==> src/rtl/count_pkg.sv <==
// Shared opcode and state encodings for the counter sequencer.
package count_pkg;

    localparam logic [1:0] OP_RUN_UP   = 2'd0;
    localparam logic [1:0] OP_RUN_DOWN = 2'd1;
    localparam logic [1:0] OP_PINGPONG = 2'd2;

    typedef enum logic [1:0] {
        ST_IDLE   = 2'd0,
        ST_UP     = 2'd1,
        ST_DOWN   = 2'd2,
        ST_FINISH = 2'd3
    } state_t;

endpackage

==> src/rtl/updown_count_core.sv <==
// Loadable up/down counter datapath; load has priority over enable.
module updown_count_core #(
    parameter int WIDTH = 4
) (
    input  logic             clk,
    input  logic             rst,
    input  logic             load,
    input  logic [WIDTH-1:0] load_val,
    input  logic             en,
    input  logic             up,
    output logic [WIDTH-1:0] count
);

    always_ff @(posedge clk or negedge rst) begin
        if (!rst) begin
            count <= '0;
        end else if (load) begin
            count <= load_val;
        end else if (en) begin
            count <= up ? count + WIDTH'(1) : count - WIDTH'(1);
        end
    end

endmodule

==> src/rtl/count_seq_ctrl.sv <==
// Command-driven sequencer stepping an up/down counter through up, down or ping-pong runs.
//  state     | meaning
//  ST_IDLE   | waiting for a command, cmd_ready high
//  ST_UP     | incrementing toward the held limit
//  ST_DOWN   | decrementing toward zero
//  ST_FINISH | single run complete, one-cycle done pulse
module count_seq_ctrl
    import count_pkg::*;
#(
    parameter int WIDTH = 4
) (
    input  logic             clk,
    input  logic             rst,
    input  logic             cmd_valid,
    output logic             cmd_ready,
    input  logic [1:0]       cmd_op,
    input  logic [WIDTH-1:0] cmd_limit,
    input  logic             pause,
    input  logic             abort,
    output logic [WIDTH-1:0] count,
    output logic             dir,
    output logic             busy,
    output logic             done
);

    state_t           state_q, state_d;
    logic [WIDTH-1:0] limit_q, limit_d;
    logic             pingpong_q, pingpong_d;
    logic             dir_q, dir_d;
    logic             load, en, up;
    logic [WIDTH-1:0] load_val;

    updown_count_core #(.WIDTH(WIDTH)) u_core (
        .clk      (clk),
        .rst      (rst),
        .load     (load),
        .load_val (load_val),
        .en       (en),
        .up       (up),
        .count    (count)
    );

    always_ff @(posedge clk or negedge rst) begin
        if (!rst) begin
            state_q    <= ST_IDLE;
            limit_q    <= '0;
            pingpong_q <= 1'b0;
            dir_q      <= 1'b1;
        end else begin
            state_q    <= state_d;
            limit_q    <= limit_d;
            pingpong_q <= pingpong_d;
            dir_q      <= dir_d;
        end
    end

    always_comb begin
        state_d    = state_q;
        limit_d    = limit_q;
        pingpong_d = pingpong_q;
        dir_d      = dir_q;
        load       = 1'b0;
        load_val   = '0;
        en         = 1'b0;
        up         = 1'b1;
        unique case (state_q)
            ST_IDLE: begin
                if (cmd_valid) begin
                    case (cmd_op)
                        OP_RUN_UP, OP_PINGPONG: begin
                            load       = 1'b1;
                            load_val   = '0;
                            limit_d    = cmd_limit;
                            dir_d      = 1'b1;
                            pingpong_d = (cmd_op == OP_PINGPONG);
                            state_d    = ST_UP;
                        end
                        OP_RUN_DOWN: begin
                            load       = 1'b1;
                            load_val   = cmd_limit;
                            limit_d    = cmd_limit;
                            dir_d      = 1'b0;
                            pingpong_d = 1'b0;
                            state_d    = ST_DOWN;
                        end
                        default: ;
                    endcase
                end
            end
            ST_UP: begin
                if (abort) begin
                    state_d = ST_IDLE;
                end else if (!pause) begin
                    // Terminal compare precedes the step, so the counter never wraps.
                    if (count == limit_q) begin
                        if (pingpong_q) begin
                            state_d = ST_DOWN;
                            dir_d   = 1'b0;
                        end else begin
                            state_d = ST_FINISH;
                        end
                    end else begin
                        en = 1'b1;
                        up = 1'b1;
                    end
                end
            end
            ST_DOWN: begin
                if (abort) begin
                    state_d = ST_IDLE;
                end else if (!pause) begin
                    if (count == '0) begin
                        if (pingpong_q) begin
                            state_d = ST_UP;
                            dir_d   = 1'b1;
                        end else begin
                            state_d = ST_FINISH;
                        end
                    end else begin
                        en = 1'b1;
                        up = 1'b0;
                    end
                end
            end
            ST_FINISH: state_d = ST_IDLE;
            default:   state_d = ST_IDLE;
        endcase
    end

    assign cmd_ready = (state_q == ST_IDLE);
    assign busy      = (state_q == ST_UP) || (state_q == ST_DOWN);
    assign done      = (state_q == ST_FINISH);
    assign dir       = dir_q;

endmodule
==> config.mk <==
export PLATFORM = sky130hd
export DESIGN_NAME = count_seq_ctrl
export DESIGN_NICKNAME = d
export VERILOG_FILES = /design/src/rtl/count_pkg.sv /design/src/rtl/updown_count_core.sv /design/src/rtl/count_seq_ctrl.sv
export SDC_FILE = /design/constraint.sdc
export NUM_CORES = 1
export LEC_CHECK = 0
export ABC_CLOCK_PERIOD_IN_PS = 3000
export BUFFER_PORTS_ARGS = -buffer_cell sky130_fd_sc_hd__buf_2
export CORE_MARGIN = 2
export CORE_UTILIZATION = 55
export DETAILED_ROUTE_END_ITERATION = 10
export PLACE_DENSITY = 0.83
export SYNTH_ARGS = -nofsm -noshare
export SYNTH_HDL_FRONTEND = slang
export SYNTH_SLANG_ARGS = --single-unit
export TNS_END_PERCENT = 10
==> constraint.sdc <==
create_clock -name clk -period 3 [get_ports clk]
set_clock_uncertainty 0.05 [all_clocks]
set_input_delay 0.3 -clock clk [delete_from_list [all_inputs] [get_ports clk]]
set_output_delay 0.3 -clock clk [all_outputs]
set_load 0.02 [all_outputs]
==> reports/results.ini, run 1 <==
[cts]
cts.repair.resized = 0
htree_levels = 1
cts_tree = done
clk_pin_slew_ns = 0.07
clk_latency_ns = 0.28
cts_root_buf = clkbuf_4
holdBufCountCts = 1
cts_buffers = 3
cts_max_path_buffers = 2
postCtsSetupBuffers = 0
clkSinkCount = 12

[hold_path]
worst_hold_path_type = input port to flip-flop
hold_depth = 3
min_from = cmd_limit[0]
min_to = u_core.count[0]

[critical_path]
worstPathArrival_ns = 2.40
startpoint_type = flip-flop
critPathMostFrequentCell = ha_1
r2r_cells = 9
critical_path_class = flip-flop to flip-flop
critPathMaxStageDelay_ns = 0.41
crit_fanout = 6
crit_family = adder cells
reg2reg_slack_ns = 0.70
crit_buf_inv = 1
timing.rr.start = state_q[0]
cp.required_ns = 3.10
startpoint = state_q[0]
cp-end-kind = flip-flop
r2r_end = u_core.count[2]
path_cells = inv_1, ha_1, o41ai_2, nor3_1, xor2_1, ha_1, mux2i_1, o2bb2a_1, o211ai_1
crit_slowest_cell = dfrtp_1

[synth]
seq_area_frac_synth_pct = 37.2
synth_ff_type = dfrtp_1
synth.avg_cell_area_um2 = 9.87
synth_edf_count = 0
synthesis.nets = 98
ys_ff_latch = 12
ys_top_cells_by_area = dfrtp_1 34%, ha_1 7.7%, mux2_2 5.6%
synthCells = 82
netlist_area_um2 = 810
yosys.area.top_type = dfrtp_1
async_flop_share_pct = 100
synth_top_area_share_pct = 34.0
synth_cell_types = 30
yosys_warnings = 0

[timing]
finalWorstPathRequiredPeriod_ns = 2.30
fin_hold_ws_ns = 0.200
worst_slack_ns = 0.700
grt_setup_unrepaired = false
setup_tns_ns = 0
fmaxAchievable_mhz = 435
tightestPinTransition_ns = 0.497
drv_slew = 0
slew_headroom_pct = 66.5
fin_crit_sh_pct = 76.7
setup_viol = 0
finalHoldViolCount = 0

[floorplan]
row_count = 13
core-area_um2 = 1330
die_y_um = 42.4
die_w_um = 42.4
die_area_um2 = 1790
start_util_pct = 60.7
io_pins = 19

[power_and_ir_drop]
powerDensity_nw_per_um2 = 1060
finalPower_w = 0.00101
leakage_nw = 0.425
ir_drop_uv = 540

[cells_and_area]
finish.utilization_pct = 71.6
drive_gt1_share_pct = 27.6
area_growth_pct = 17.9
n_antenna_cell = 0
fin_nets = 122

[status]
status = finished, final reports clean

[global_routing]
grt_max_degree = 13
grt_overflow_total = 0
grt_util_all_layers_pct = 22.0
first_global_vias = 678
grt_first_pass_wirelength_mm = 3.04
grt_antenna_before_repair = 0

[placed_design]
finalWeightedCongestion = 0.890
place_hpwl_mm = 1.32
portBuffers = 18
dp_slack_ns = 0.732

[routing]
vias = 696
avgRoutedWirePerCell_um = 14.2
first_pass_iters = 4
drc = 0
antenna_left = 0
wirelength_mm = 1.70
viasPerCell = 5.80
drtIter0Drc = 32

[flow_run]
cap_violations = 0

[routing by layer]
metal | routed length [um] | global-route usage, %
met3 | 72 | 3.88
met2 | 732 | 33.2
met1 | 876 | 31.7
met5 | 0 | 0
met4 | 20 | 7.50
[final cells by class]
class | instances | area, um2
Timing Repair Buffer | 19 | 100
Tap cell | 15 | 18.8
Sequential cell | 12 | 302
Multi-Input combinational cell | 67 | 497
Inverter | 3 | 11.3
Fill cell | 103 | 379
Clock buffer | 4 | 26.3
[worst min-delay path: stages]
cell	delay [ns]
buf_2	0.09
nand2_1	0.04
o21ai_1	0.06
[cell families after synthesis]
kind of cell | after synthesis | synth area share, %
AND/OR/NAND/NOR | 26 | 15.5
AO/OA/AOI/OAI | 22 | 21.0
flip-flops | 12 | 37.2
multiplexers | 8 | 10.7
XOR/XNOR | 6 | 6.49
adder cells (fa/ha/maj) | 5 | 7.73
buffers and inverters | 3 | 1.39
[cell usage after synthesis, types with 2 or more instances]
cell type  instances
nand4b_1           2
nor3_1             4
o21ai_0            2
mux2i_1            3
nand2_1            9
o2bb2a_1           2
o211ai_1           2
inv_1              3
nand3_1            3
xor2_1             5
a21oi_1            6
dfrtp_1           11
mux2_2             4
o41ai_2            2
ha_1               5
nor2_1             5
[cells in the final DEF, fill, tap and decap left out, types with 4 or more instances in the layout]
master,instances
buf_2,18
dfrtp_1,11
nand2_1,9
a21oi_1,6
xor2_1,5
nor2_1,5
ha_1,5
nor3_1,4
mux2_2,4
[sequential cells by signal, summed over array words and instances, names as in the netlist]
signal	count
dir	1
limit_q	4
pingpong_q	1
state_q	2
u_core.count	4
[metrics by stage]
stage | cell area (um2) | std cells
finish | 955 | 120
global route | 955 | 120
CTS | 955 | 120
detailed placement | 918 | 115
global placement | 918 | 115
floorplan | 810 | 82
[worst max-delay path by stage]
stage / cells past startpoint / slack [ns] / end
2_1_floorplan: 7 / 0.84 / u_core.count[2]
3_3_place_gp: 9 / 0.85 / u_core.count[2]
3_5_place_dp: 9 / 0.73 / u_core.count[2]
4_1_cts: 9 / 0.71 / u_core.count[2]
5_1_grt: 9 / 0.47 / u_core.count[2]
6_report: 9 / 0.70 / u_core.count[2]
[power breakdown]
part,switching [W],internal [W]
combinational,0.000321,0.000243
clock,0.0000564,0.0000516
sequential,0.0000908,0.000245
Power figures use the tool's default switching activity.
==> run 2, diff against run 1 <==
--- a/config.mk
+++ b/config.mk
@@ -5,12 +5,12 @@
 export SDC_FILE = /design/constraint.sdc
 export NUM_CORES = 1
 export LEC_CHECK = 0
-export ABC_CLOCK_PERIOD_IN_PS = 3000
+export ABC_CLOCK_PERIOD_IN_PS = 1900
 export BUFFER_PORTS_ARGS = -buffer_cell sky130_fd_sc_hd__buf_2
 export CORE_MARGIN = 2
-export CORE_UTILIZATION = 55
+export CORE_UTILIZATION = 46
 export DETAILED_ROUTE_END_ITERATION = 10
-export PLACE_DENSITY = 0.83
+export PLACE_DENSITY = 0.75
 export SYNTH_ARGS = -nofsm -noshare
 export SYNTH_HDL_FRONTEND = slang
 export SYNTH_SLANG_ARGS = --single-unit
==> constraint.sdc (replaced) <==
create_clock -name clk -period 1.9 [get_ports clk]
set_clock_uncertainty 0.05 [all_clocks]
set_input_delay 0.19 -clock clk [delete_from_list [all_inputs] [get_ports clk]]
set_output_delay 0.19 -clock clk [all_outputs]
set_load 0.02 [all_outputs]
==> reports/results.ini, run 2 (synthesis results as in run 1) <==
[routing]
avgRoutedWirePerCell_um = 15.8  ; was 14.2 um
first_pass_iters = 4  ; unchanged
viasPerCell = 5.99  ; was 5.80
drtIter0Drc = 22  ; was 32
vias = 821  ; was 696
antenna_left = 0  ; unchanged
wirelength_mm = 2.17  ; was 1.70 mm
drc = 0  ; unchanged

[critical_path]
crit_slowest_cell = dfrtp_2  ; was dfrtp_1
worstPathArrival_ns = 2.15  ; was 2.40 ns
critPathMaxStageDelay_ns = 0.44  ; was 0.41 ns
critical_path_class = flip-flop to flip-flop  ; unchanged
cp-end-kind = flip-flop  ; unchanged
path_cells = o41ai_4, nor3_2, xor2_1, ha_2, mux2i_2, o2bb2a_4, o211ai_1  ; was inv_1, ha_1, o41ai_2, nor3_1, xor2_1, ha_1, mux2i_1, o2bb2a_1, o211ai_1
startpoint_type = flip-flop  ; unchanged
cp.required_ns = 2.02  ; was 3.10 ns
crit_fanout = 3  ; was 6

[power_and_ir_drop]
clockPowerShare_pct = 11.4  ; was 10.7%
pwr-share-comb_pct = 61.9  ; was 56.0%
powerDensity_nw_per_um2 = 1700  ; was 1060 nW/um2
switching_share_pct = 44.5  ; was 46.4%
ir_drop_uv = 894  ; was 540 uV
leakage_nw = 0.513  ; was 0.425 nW
power.switching_w = 0.000866  ; was 0.000469 W
seq_power_share_pct = 26.6  ; was 33.3%
power.internal_w = 0.00108  ; was 0.000540 W

[global_routing]
grt_antenna_before_repair = 0  ; unchanged
grt_max_degree = 13  ; unchanged
first_global_vias = 760  ; was 678
grt_overflow_total = 0  ; unchanged
grt_util_all_layers_pct = 21.6  ; was 22.0%
grt_first_pass_wirelength_mm = 3.22  ; was 3.04 mm

[timing]
setup_viol = 3  ; was 0
finalHoldViolCount = 0  ; unchanged
tightestPinTransition_ns = 0.333  ; was 0.497 ns
drv_slew = 0  ; unchanged
grt_setup_unrepaired = true  ; was false
finalWorstPathRequiredPeriod_ns = 2.03  ; was 2.30 ns
fmaxAchievable_mhz = 492  ; was 435 MHz
fin_crit_sh_pct = 107  ; was 76.7%
slew_headroom_pct = 77.7  ; was 66.5%
fin_hold_ws_ns = 0.0795  ; was 0.200 ns
worst_slack_ns = -0.133  ; was 0.700 ns

[cts]
cts_root_buf = clkbuf_4  ; unchanged
clk_latency_ns = 0.29  ; was 0.28 ns
htree_levels = 1  ; unchanged
cts_max_path_buffers = 2  ; unchanged
cts_buffers = 3  ; unchanged
clkSinkCount = 12  ; unchanged
clk_pin_slew_ns = 0.09  ; was 0.07 ns
cts_tree = done  ; unchanged

[flow_run]
cap_violations = 0  ; unchanged

[status]
violations = negative setup slack
status = complete, but fails checks  ; was finished, final reports clean

[floorplan]
die_y_um = 46.0  ; was 42.4 um
row_count = 15  ; was 13
start_util_pct = 47.9  ; was 60.7%
die_w_um = 46.0  ; was 42.4 um
die_area_um2 = 2110  ; was 1790 um2
core-area_um2 = 1690  ; was 1330 um2
io_pins = 19  ; unchanged

[placed_design]
portBuffers = 18  ; unchanged
place_hpwl_mm = 1.61  ; was 1.32 mm
finalWeightedCongestion = 0.828  ; was 0.890
dp.cells = 129  ; was 115

[cells_and_area]
area_growth_pct = 41.7  ; was 17.9%
fillers = 138  ; was 103
fin_nets = 137  ; was 122
layout.cells.non_filler = 137  ; was 120
final_common_cell = buf_2  ; unchanged
drive_gt1_share_pct = 46.7  ; was 27.6%
top_regs = limit_q (4), u_core.count (4), state_q (2)  ; unchanged
final_cell_mix = 18 x buf_2, 15 x buf_4, 9 x nand2_1  ; was 18 x buf_2, 11 x dfrtp_1, 9 x nand2_1
n_antenna_cell = 0  ; unchanged

[hold_path]
worst_hold_path_type = input port to flip-flop  ; unchanged

[run 2: changes by cell type in the layout (fill, tap and decap cells not counted), moves of 2 or more]
cell	change
buf_4	+15
dfrtp_1	-3
dfrtp_2	+3
ha_1	-2
[run 2: worst max-delay path, delay by kind of cell, from the launching register on]
| kind | cells | cell delay (ns) |
|---|---|---|
| mux | 1 | 0.26 |
| flops | 1 | 0.44 |
| xor+xnor | 1 | 0.20 |
| compound gates | 3 | 0.64 |
| fa+ha+maj | 1 | 0.22 |
| simple gates | 1 | 0.10 |
[run 2: power groups by stage]
stage                     Clock (W)  Sequential (W)  Combinational [W]
after floorplan                   0        0.000585           0.000634
after global placement            0        0.000515            0.00105
after detailed placement          0        0.000525            0.00108
after CTS                  0.000223        0.000520            0.00110
after global routing       0.000231        0.000536            0.00130
final                      0.000223        0.000518            0.00121
[run 2: metal layers]
| metal | global-route usage [%] | routed length (um) | share of wire (%) |
|---|---|---|---|
| met1 | 26.0 | 897 | 41 |
| met5 | 0 | 0 | 0 |
| met3 | 3.57 | 125 | 5.8 |
| met2 | 37.8 | 1130 | 52 |
| met4 | 8.00 | 15 | 0.69 |
[run 2: metrics by stage]
step / TNS, ns / cell area [um2] / utilization, % / total power [W] / setup slack (ns)
5_1_grt: -0.491 / 1150 / 67.9 / 0.00207 / -0.217
2_1_floorplan: -0.113 / 832 / - / 0.00122 / -0.0808
3_5_place_dp: -0.137 / 1030 / 61.2 / 0.00160 / -0.106
6_report: -0.201 / 1150 / 67.9 / 0.00195 / -0.133
3_3_place_gp: -0.0382 / 1030 / 61.2 / 0.00156 / -0.0382
4_1_cts: -0.0516 / 1090 / 64.6 / 0.00184 / -0.0387
[run 2: final timing paths]
check	startpoint	to	slack, ns	cells past startpoint
setup / recovery	u_core.count[3]	u_core.count[2]	-0.13	7
hold / removal	cmd_limit[0]	u_core.count[0]	0.08	3
setup reg to reg	u_core.count[3]	u_core.count[2]	-0.13	7
hold reg to reg	limit_q[0]	limit_q[0]	0.48	1
max in group asynchronous	rst	dir	1.28	2
min in group asynchronous	rst	limit_q[3]	0.25	2
[run 2: timing repair]
| item | in CTS | in global routing |
|---|---|---|
| hold buffers | 1 | 0 |
| setup buffers | 0 | 3 |
| gates resized for setup | 2 | 7 |
| pin swaps | 1 | 4 |
| endpoints found under the setup margin | 2 | 3 |
| endpoints found under the hold margin | 12 | 0 |
[run 2: layout make-up]
type | count | area, um2 | area share, %
Tap cell | 17 | 21.3 | 1.85
Multi-Input combinational cell | 67 | 561 | 48.9
Timing Repair Buffer | 34 | 213 | 18.5
Inverter | 3 | 11.3 | 0.981
Sequential cell | 12 | 305 | 26.6
Clock buffer | 4 | 36.3 | 3.16
